File: src/rtl/mips_pkg.sv
// Shared register-file definitions for the writeback path.
package mips_pkg;

    localparam int unsigned REG_AW    = 5;
    localparam int unsigned REG_DW    = 32;
    localparam int unsigned REG_COUNT = 32;
    localparam logic [REG_AW-1:0] REG_ZERO = 5'd0;

    typedef struct packed {
        logic [REG_AW-1:0] addr;
        logic [REG_DW-1:0] data;
    } wb_req_t;

    // One-hot register select used by the pending scoreboard.
    function automatic logic [REG_COUNT-1:0] reg_onehot(input logic [REG_AW-1:0] a);
        return REG_COUNT'(1) << a;
    endfunction

endpackage

File: src/rtl/wb_fifo.sv
// Synchronous FIFO for MDU writeback requests; full/empty derive from the registered count.
module wb_fifo
    import mips_pkg::*;
#(
    parameter int unsigned DEPTH = 2
) (
    input  logic    clk,
    input  logic    reset,
    input  logic    i_push,
    input  wb_req_t i_data,
    input  logic    i_pop,
    output wb_req_t o_data,
    output logic    o_full,
    output logic    o_empty
);

    localparam int unsigned PW = (DEPTH > 1) ? $clog2(DEPTH) : 1;
    localparam int unsigned CW = $clog2(DEPTH + 1);

    wb_req_t         r_mem [DEPTH];
    logic [PW-1:0]   r_wr_ptr;
    logic [PW-1:0]   r_rd_ptr;
    logic [CW-1:0]   r_count;
    logic            w_do_push;
    logic            w_do_pop;

    assign o_full    = (r_count == CW'(DEPTH));
    assign o_empty   = (r_count == CW'(0));
    assign w_do_push = i_push && !o_full;
    assign w_do_pop  = i_pop && !o_empty;
    assign o_data    = r_mem[r_rd_ptr];

    always_ff @(posedge clk) begin
        if (w_do_push) begin
            r_mem[r_wr_ptr] <= i_data;
        end
    end

    // Pointers wrap naturally because DEPTH is a power of two.
    always_ff @(posedge clk or posedge reset) begin
        if (reset) begin
            r_wr_ptr <= '0;
            r_rd_ptr <= '0;
            r_count  <= '0;
        end else begin
            if (w_do_push) begin
                r_wr_ptr <= r_wr_ptr + PW'(1);
            end
            if (w_do_pop) begin
                r_rd_ptr <= r_rd_ptr + PW'(1);
            end
            case ({w_do_push, w_do_pop})
                2'b10:   r_count <= r_count + CW'(1);
                2'b01:   r_count <= r_count - CW'(1);
                default: r_count <= r_count;
            endcase
        end
    end

endmodule

File: src/rtl/writeback_arbiter.sv
// Register-file write-port master: ALU results take priority over buffered MDU results,
// with a pending scoreboard for outstanding MDU destinations.
module writeback_arbiter
    import mips_pkg::*;
#(
    parameter int unsigned DEPTH = 2,
    parameter int unsigned AW    = REG_AW,
    parameter int unsigned DW    = REG_DW
) (
    input  logic                 clk,
    input  logic                 reset,
    input  logic                 alu_wb_valid,
    input  logic [AW-1:0]        alu_wb_addr,
    input  logic [DW-1:0]        alu_wb_data,
    input  logic                 mdu_wb_valid,
    output logic                 mdu_wb_ready,
    input  logic [AW-1:0]        mdu_wb_addr,
    input  logic [DW-1:0]        mdu_wb_data,
    input  logic                 issue_valid,
    input  logic [AW-1:0]        issue_addr,
    output logic                 issue_ready,
    output logic                 alu_stall,
    output logic [REG_COUNT-1:0] pending_mask,
    output logic                 waw_err,
    output logic                 write_enable,
    output logic [AW-1:0]        write_addr,
    output logic [DW-1:0]        write_data
);

    wb_req_t                w_push_req;
    wb_req_t                w_head;
    logic                   w_fifo_full;
    logic                   w_fifo_empty;
    logic                   w_push;
    logic                   w_pop;
    logic                   w_alu_nonzero;
    logic [REG_COUNT-1:0]   w_set_mask;
    logic [REG_COUNT-1:0]   w_clr_mask;
    logic [REG_COUNT-1:0]   w_pending_next;

    logic                   r_write_enable;
    logic [AW-1:0]          r_write_addr;
    logic [DW-1:0]          r_write_data;
    logic [REG_COUNT-1:0]   r_pending;
    logic                   r_waw_err;

    assign w_push_req.addr = REG_AW'(mdu_wb_addr);
    assign w_push_req.data = REG_DW'(mdu_wb_data);

    assign mdu_wb_ready  = !w_fifo_full;
    assign alu_stall     = w_fifo_full;
    assign issue_ready   = !r_pending[issue_addr];
    assign w_push        = mdu_wb_valid && !w_fifo_full;
    assign w_pop         = !alu_wb_valid && !w_fifo_empty;
    assign w_alu_nonzero = (REG_AW'(alu_wb_addr) != REG_ZERO);

    wb_fifo #(
        .DEPTH   (DEPTH)
    ) u_mdu_fifo (
        .clk     (clk),
        .reset   (reset),
        .i_push  (w_push),
        .i_data  (w_push_req),
        .i_pop   (w_pop),
        .o_data  (w_head),
        .o_full  (w_fifo_full),
        .o_empty (w_fifo_empty)
    );

    // Scoreboard: a FIFO-sourced write clears its bit, a same-cycle issue re-sets it; r0 never pends.
    always_comb begin
        w_set_mask = '0;
        w_clr_mask = '0;
        if (issue_valid && (REG_AW'(issue_addr) != REG_ZERO)) begin
            w_set_mask = reg_onehot(REG_AW'(issue_addr));
        end
        if (w_pop && (w_head.addr != REG_ZERO)) begin
            w_clr_mask = reg_onehot(w_head.addr);
        end
        w_pending_next    = (r_pending & ~w_clr_mask) | w_set_mask;
        w_pending_next[0] = 1'b0;
    end

    // Write-port register: ALU first, then FIFO head; addr/data hold when idle.
    always_ff @(posedge clk or posedge reset) begin
        if (reset) begin
            r_write_enable <= 1'b0;
            r_write_addr   <= '0;
            r_write_data   <= '0;
            r_pending      <= '0;
            r_waw_err      <= 1'b0;
        end else begin
            r_pending <= w_pending_next;
            r_waw_err <= alu_wb_valid && w_alu_nonzero && r_pending[alu_wb_addr];
            if (alu_wb_valid) begin
                r_write_enable <= w_alu_nonzero;
                r_write_addr   <= alu_wb_addr;
                r_write_data   <= alu_wb_data;
            end else if (w_pop) begin
                r_write_enable <= (w_head.addr != REG_ZERO);
                r_write_addr   <= AW'(w_head.addr);
                r_write_data   <= DW'(w_head.data);
            end else begin
                r_write_enable <= 1'b0;
            end
        end
    end

    assign write_enable = r_write_enable;
    assign write_addr   = r_write_addr;
    assign write_data   = r_write_data;
    assign pending_mask = r_pending;
    assign waw_err      = r_waw_err;

endmodule
File: config.mk
export PLATFORM = sky130hd
export DESIGN_NAME = writeback_arbiter
export DESIGN_NICKNAME = d
export VERILOG_FILES = /design/src/rtl/mips_pkg.sv /design/src/rtl/wb_fifo.sv /design/src/rtl/writeback_arbiter.sv
export SDC_FILE = /design/constraint.sdc
export NUM_CORES = 1
export LEC_CHECK = 0
export BUFFER_PORTS_ARGS = -buffer_cell sky130_fd_sc_hd__buf_4
export CORE_UTILIZATION = 45
export DETAILED_ROUTE_END_ITERATION = 12
export HOLD_SLACK_MARGIN = 0.1
export PLACE_DENSITY_LB_ADDON = 0.3
export SLEW_MARGIN = 10
export SYNTH_ARGS = -nofsm -noshare
export SYNTH_HDL_FRONTEND = slang
export SYNTH_SLANG_ARGS = --single-unit
export TNS_END_PERCENT = 20
File: constraint.sdc
create_clock -name clk -period 4.55 [get_ports clk]
set_input_delay 0.2275 -clock clk [delete_from_list [all_inputs] [get_ports clk]]
set_output_delay 0.2275 -clock clk [all_outputs]
set_load 0.005 [all_outputs]
==> summary.txt, run 1 <==
Run status
  – Status: complete, no violations

Floorplanning
  – Initial core utilization: 46.47%
  – I/O pin count: 158
  – Core area: 13930 um2
  – Die height: 122.0 um
  – Die Area: 14870 um2
  – Die X: 122.0 um
  – Rows: 43

Logic synthesis
  – Top cell type's share of synthesized area: 34.32%
  – Mapped Area: 6475 um2
  – Top cells by count, synth: o21ai_0, dfrtp_1, edfxtp_1
  – Synth Instances: 534
  – Top-count cell post-synth: o21ai_0
  – Avg Inst Size Synth: 12.13 um2
  – Synth Flop Type: edfxtp_1
  – Synth cell types: 42
  – Yosys warns: 0
  – Async S/R FF share, synth: 50.00%
  – Flops & latches, synth: 148
  – Synthesized Nets: 619
  – Post-synth EDFFs: 74
  – Post-synth top area cell: edfxtp_1
  – Sequential area share after synthesis: 62.92%
  – Synth top area cells: edfxtp_1, dfrtp_1, o21ai_0, mux2i_1, mux4_2

CTS
  – Reg clk slew, reported paths: 0.06 ns
  – CTS tree: built
  – CTS buffer count: 17
  – Clk_lat worst skew: 0.42 ns
  – Clock buffer depth: 2
  – Root Driver: clkbuf_16
  – TritonCTS sink count: 148
  – H-tree depth: 4

STA
  – Measured slew at the worst slew-check pin: 1.088 ns
  – Fmax achieved: 423.0 MHz
  – Unrepaired setup endpoints after global routing: no
  – Setup Viol. Count Final: 0
  – Final slew viol count: 0
  – Clk_skew: 0.006758 ns
  – Hold slack: 0.1292 ns
  – Setup TNS: 0 ns
  – Min Tclk post-route: 2.364 ns
  – Slew HR: 27.29%
  – Final hold vios: 0
  – Final period utilization: 51.96%

Setup path
  – Kind of critical path: reg -> out
  – Critical Path Start Type: register
  – Slowest cell delay on critical path: 0.52 ns
  – CP max FO: 4
  – Worst R2R Path Depth: 5
  – CP arrival: 2.14 ns
  – CP bufs+invs: 1
  – Reg-to-reg endpoint: pending_mask[3]$_DFF_PP0_
  – Crit. End Element: primary output
  – Delay-heaviest family, CP: multiplexers
  – Worst EP required: 4.32 ns
  – Critical-path top delay cell: mux4_1
  – CP Cell Sequence: mux4_1 > nor2b_1 > o21ai_0 > and4_1 > buf_4
  – R2R Setup Slk: 2.20 ns
  – R2R Path Start: u_mdu_fifo.r_rd_ptr$_DFFE_PP0P_

Routing
  – DR vias/cell: 5.437
  – Drt total wl: 17010 um
  – 1st-iter DRT viols: 286
  – DR WL/cell: 18.00 um
  – Post-DRT Antenna Nets: 0
  – First-pass DRT Iterations: 5
  – Routed vias: 5138
  – Drc violations: 0

Run
  – Max Cap Violations: 0

Hold path
  – Worst min path class: in -> async

Finish
  – ANT cells: 0
  – Post-layout net count: 837
  – Layout Cells excl Fill: 945
  – Synth-to-Final Area Change: 40.21%
  – Share of layout cells above drive strength 1: 27.97%
  – Fin area: 9079 um2

Global route
  – GRT Resource Usage Total: 24.12%
  – First-pass GRT wire length: 26880 um
  – Vias in the first global route: 5299
  – GRT overflow: 0
  – Initial antenna violation count: 0
  – Largest net degree at the start of global routing: 77

Placed design
  – Port Buf Inserts: 156
  – Placed cell area: 7749 um2
  – GP Congestion: 0.9027
  – # placed instances: 842
  – Detail Placement HPWL: 11040 um

Pwr
  – PD cells: 597.5 nW/um2
  – Peak supply drop: 371.4 uV
  – Leakage: 3.802 nW
==> layer usage <==
metal  GRT usage [%]  part of all wire [%]  up-vias
met4           9.182                   1.9        0
met5               0                     0        -
met3           5.852                   6.7       30
met1           29.92                    41     2510
li1                -                     -     2403
met2           40.68                    51      195
==> flip-flops by register name (all words and copies together) (netlist names) <==
register and flops:
write_data 32, u_mdu_fifo.r_rd_ptr 1, waw_err 1, pending_mask 31, write_addr 5, u_mdu_fifo.r_mem 74
u_mdu_fifo.r_count 2, u_mdu_fifo.r_wr_ptr 1, write_enable 1
==> cells in the final DEF (no fill, tap or decap), types with 6 or more instances in the layout <==
cell type | Yosys | routed
nand2_1 | 52 | 52
buf_4 | 6 | 159
o21ai_0 | 101 | 101
o31ai_1 | 8 | 8
nor2b_1 | 6 | 6
nor2_1 | 39 | 37
mux2i_1 | 44 | 44
mux4_2 | 11 | 11
dlygate4sd3_1 | 0 | 71
clkbuf_16 | 0 | 17
edfxtp_1 | 74 | 74
mux2_2 | 6 | 6
nand3_1 | 16 | 16
a21oi_1 | 33 | 33
dfrtp_1 | 74 | 73
==> report_power, final <==
group          leakage (nW)  internal [mW]  total [mW]  switching, mW
logic                  1.93          0.887        1.79          0.902
clock network         0.296          0.907        1.44          0.531
registers              1.58           1.86        2.20          0.335
==> cell type report <==
class	instances	area, um2
Clock buffer	21	470.5
Clock inverter	11	148.9
Timing Repair Buffer	230	1904
Inverter	3	12.51
Multi-Input combinational cell	352	2242
Sequential cell	148	4075
Tap cell	180	225.2
Fill cell	1030	4856
==> through the flow <==
step / util [%] / setup WS [ns] / power [mW]
6_report: 65.15 / 2.186 / 5.424
2_1_floorplan: - / 1.735 / 3.134
3_5_place_dp: 55.61 / 2.229 / 3.938
4_1_cts: 65.15 / 2.199 / 5.427
3_3_place_gp: 55.61 / 2.256 / 3.894
5_1_grt: 65.15 / 1.968 / 5.723
==> worst max-delay path by stage <==
stage | from | end | slack, ns | cells after the start
2_1_floorplan | u_mdu_fifo.r_count[0]$_DFFE_PP0P_ | u_mdu_fifo.r_mem[0][0]$_DFFE_PP_ | 1.73 | 4
3_3_place_gp | u_mdu_fifo.r_rd_ptr$_DFFE_PP0P_ | write_enable$_DFF_PP0_ | 2.26 | 5
3_5_place_dp | u_mdu_fifo.r_rd_ptr$_DFFE_PP0P_ | pending_mask[3]$_DFF_PP0_ | 2.23 | 5
4_1_cts | pending_mask[13]$_DFF_PP0_ | issue_ready | 2.20 | 5
5_1_grt | u_mdu_fifo.r_rd_ptr$_DFFE_PP0P_ | pending_mask[3]$_DFF_PP0_ | 1.97 | 5
6_report | pending_mask[13]$_DFF_PP0_ | issue_ready | 2.19 | 5
==> cells by family after synthesis <==
| logic type | count (synthesis) | synth area share, % |
|---|---|---|
| AOI/OAI and AO/OA | 151 | 12.33 |
| and+or+nand+nor | 132 | 9.044 |
| muxes | 62 | 12.08 |
| DFF | 148 | 62.92 |
| adders and majority gates | 1 | 0.1932 |
| xor gates and xnor gates | 5 | 0.6765 |
| other | 1 | 0.05792 |
| buffers and inverters | 34 | 2.705 |
==> worst min-delay path, stage by stage <==
cell,delay [ns]
buf_4,0.11
clkinv_2,0.03
buf_4,0.74
==> timing repair <==
item,in CTS,in global routing
hold endpoints to repair,108,0
hold buffers,71,0
setup buffers,0,0
resized for setup,0,0
(Power assumes the default switching activity.)
==> inputs of run 2 (changes only) <==
Clock period 4.55 ns to 2.3 ns, I/O delays scaled along.
==> run 2 against run 1 <==
Die area did not move. Design area rose by 1.0%. Non-clock buffer count rose by 14. Worst setup slack got worse by 2.0 ns. Combinational power rose by 100%. Critical path type unchanged. Wire length fell by 2.4%. Critical path depth did not move. Power rose by 95%. Critical endpoint unchanged. Largest power group unchanged. Clock power rose by 79%. Hold slack improved by 0.010 ns. Via count rose by 1.4%. Final cell count rose by 1.5%.
==> summary.txt, run 2 (synthesis results as in run 1) <==
Run status
  – Status: complete, no violations

Pwr
  – Switching share of power: 33.23%
  – Peak supply drop: 626.4 uV
  – PD cells: 1151 nW/um2
  – Seq pwr share: 41.1%
  – NetSw: 3.507 mW
  – Leakage: 3.851 nW
  – Combinational share of power: 34.5%
  – Clk network pwr share: 24.4%
  – Pint: 7.048 mW

Finish
  – Fill cells: 1019
  – Layout Cells excl Fill: 959
  – Multi-input gate area: 2242 um2
  – ANT cells: 0
  – Commonest cells after routing, fill and taps aside: buf_4, o21ai_0, dlygate4sd3_1
  – Fin area: 9171 um2
  – Post-layout net count: 851
  – Share of layout cells above drive strength 1: 28.11%
  – Top reg by flops: u_mdu_fifo.r_mem
  – Reg area: 4075 um2
  – Most common cell after layout, fill and taps aside: buf_4
  – Synth-to-Final Area Change: 41.64%
  – Max reg flops: 74

Setup path
  – Critical Path Start Type: register
  – R2R Setup Slk: 0.43 ns
  – Worst EP required: 2.18 ns
  – CP max FO: 4
  – Reg-to-reg endpoint: pending_mask[5]$_DFF_PP0_
  – CP arrival: 2.05 ns
  – Slowest cell delay on critical path: 0.47 ns
  – Worst R2R Path Depth: 5
  – Crit. End Element: primary output
  – R2R Path Start: u_mdu_fifo.r_rd_ptr$_DFFE_PP0P_
  – Critical-path top delay cell: mux4_2
  – Kind of critical path: reg -> out
  – CP Cell Sequence: mux2i_1 > mux4_2 > or3_1 > and4_1 > buf_4

Placed design
  – Port Buf Inserts: 156
  – Placed cell area: 7826 um2
  – Detail Placement HPWL: 11210 um
  – # placed instances: 849
  – GP Congestion: 0.8943
  – Dpl ws: 0.4911 ns

STA
  – Min Tclk post-route: 2.161 ns
  – Fmax achieved: 462.8 MHz
  – Post-route setup slack: 0.1392 ns
  – Final slew viol count: 0
  – Unrepaired setup endpoints after global routing: no
  – Setup Viol. Count Final: 0
  – Setup TNS: 0 ns
  – Final hold vios: 0
  – Measured slew at the worst slew-check pin: 0.8075 ns
  – Final period utilization: 93.95%
  – Clk_skew: 0.008222 ns
  – Hold slack: 0.1393 ns
  – Slew HR: 46.16%

Floorplanning
  – Die height: 122.0 um
  – Initial core utilization: 46.47%
  – I/O pin count: 158
  – Die X: 122.0 um
  – Rows: 43
  – Core area: 13930 um2
  – Die Area: 14870 um2

Routing
  – DR vias/cell: 5.431
  – Routed vias: 5208
  – Drt total wl: 16610 um
  – Post-DRT Antenna Nets: 0
  – 1st-iter DRT viols: 370
  – First-pass DRT Iterations: 5
  – DR WL/cell: 17.32 um
  – Drc violations: 0

CTS
  – Post-CTS Setup Bufs: 0
  – TritonCTS sink count: 148
  – CTS tree: built
  – Reg clk slew, reported paths: 0.06 ns
  – Clk_lat worst skew: 0.42 ns
  – H-tree depth: 4
  – Clock buffer depth: 2
  – CTS buffer count: 17
  – Root Driver: clkbuf_16

Global route
  – First-pass GRT wire length: 26080 um
  – Initial antenna violation count: 0
  – Vias in the first global route: 5273
  – Largest net degree at the start of global routing: 76
  – GRT Resource Usage Total: 23.50%
  – GRT overflow: 0

Hold path
  – Hold_sp: issue_addr[3]
  – Hold EP: pending_mask[31]$_DFF_PP0_
  – Hold path depth: 3
  – Worst min path class: in -> reg

Run
  – Max Cap Violations: 0
[run 2: cell types whose count changed in the layout (fill, tap and decap cells not counted)]
| cell | delta |
|---|---|
| clkinv_4 | +3 |
| clkbuf_1 | +1 |
| buf_4 | +5 |
| bufinv_16 | -2 |
| buf_12 | +2 |
| clkinv_1 | +1 |
| clkbuf_8 | -1 |
| dlygate4sd3_1 | +7 |
| clkinvlp_4 | -2 |
[run 2: cell type report]
| type | instances | area share (%) |
|---|---|---|
| clock buffer | 21 | 5.020 |
| clock inverter | 11 | 1.132 |
| inverter | 3 | 0.1364 |
| multi-input combinational | 352 | 24.45 |
| sequential | 148 | 44.43 |
| tap | 180 | 2.456 |
| timing repair buffer | 244 | 22.37 |
[run 2: worst max-delay path by stage]
| stage | slack [ns] | cells past startpoint | end | startpoint |
|---|---|---|---|---|
| after CTS | 0.10 | 5 | issue_ready | pending_mask[5]$_DFF_PP0_ |
| after global routing | 0.04 | 5 | issue_ready | pending_mask[4]$_DFF_PP0_ |
| after detailed placement | 0.49 | 4 | u_mdu_fifo.r_mem[0][7]$_DFFE_PP_ | u_mdu_fifo.r_count[0]$_DFFE_PP0P_ |
| final | 0.14 | 5 | issue_ready | pending_mask[4]$_DFF_PP0_ |
| after global placement | 0.56 | 4 | u_mdu_fifo.r_mem[0][4]$_DFFE_PP_ | u_mdu_fifo.r_count[0]$_DFFE_PP0P_ |
| after floorplan | 0.09 | 4 | u_mdu_fifo.r_mem[0][0]$_DFFE_PP_ | u_mdu_fifo.r_count[0]$_DFFE_PP0P_ |
[run 2: power groups by stage]
| stage | registers (mW) | logic (mW) | clock network, mW |
|---|---|---|---|
| 2_1_floorplan | 4.16 | 2.04 | 0 |
| 3_3_place_gp | 4.32 | 3.43 | 0 |
| 3_5_place_dp | 4.37 | 3.51 | 0 |
| 4_1_cts | 4.32 | 3.63 | 2.64 |
| 5_1_grt | 4.41 | 4.01 | 2.73 |
| 6_report | 4.33 | 3.64 | 2.58 |
[run 2: worst max-delay path: cells and delay by family (launching register included)]
family	cells	cell delay, ns
buffers and inverters	1	0.13
DFF	1	0.42
muxes	2	0.56
and+or+nand+nor	2	0.52
[run 2: what timing repair did]
item / 4_1_cts / 5_1_grt
hold buffers: 78 / 0
resized for setup: 0 / 0
hold endpoints to repair: 160 / 0
[run 2: metrics by stage]
stage,utilization [%],total power [mW]
after floorplan,-,6.199
after global placement,56.16,7.756
after detailed placement,56.16,7.874
after CTS,65.82,10.59
after global routing,65.82,11.16
final,65.82,10.55
[run 2: per-layer routing]
layer | wire [um] | track usage [%]
met4 | 405 | 10.19
met1 | 6816 | 29.62
met2 | 8197 | 38.67
met5 | 0 | 0
met3 | 1188 | 5.571
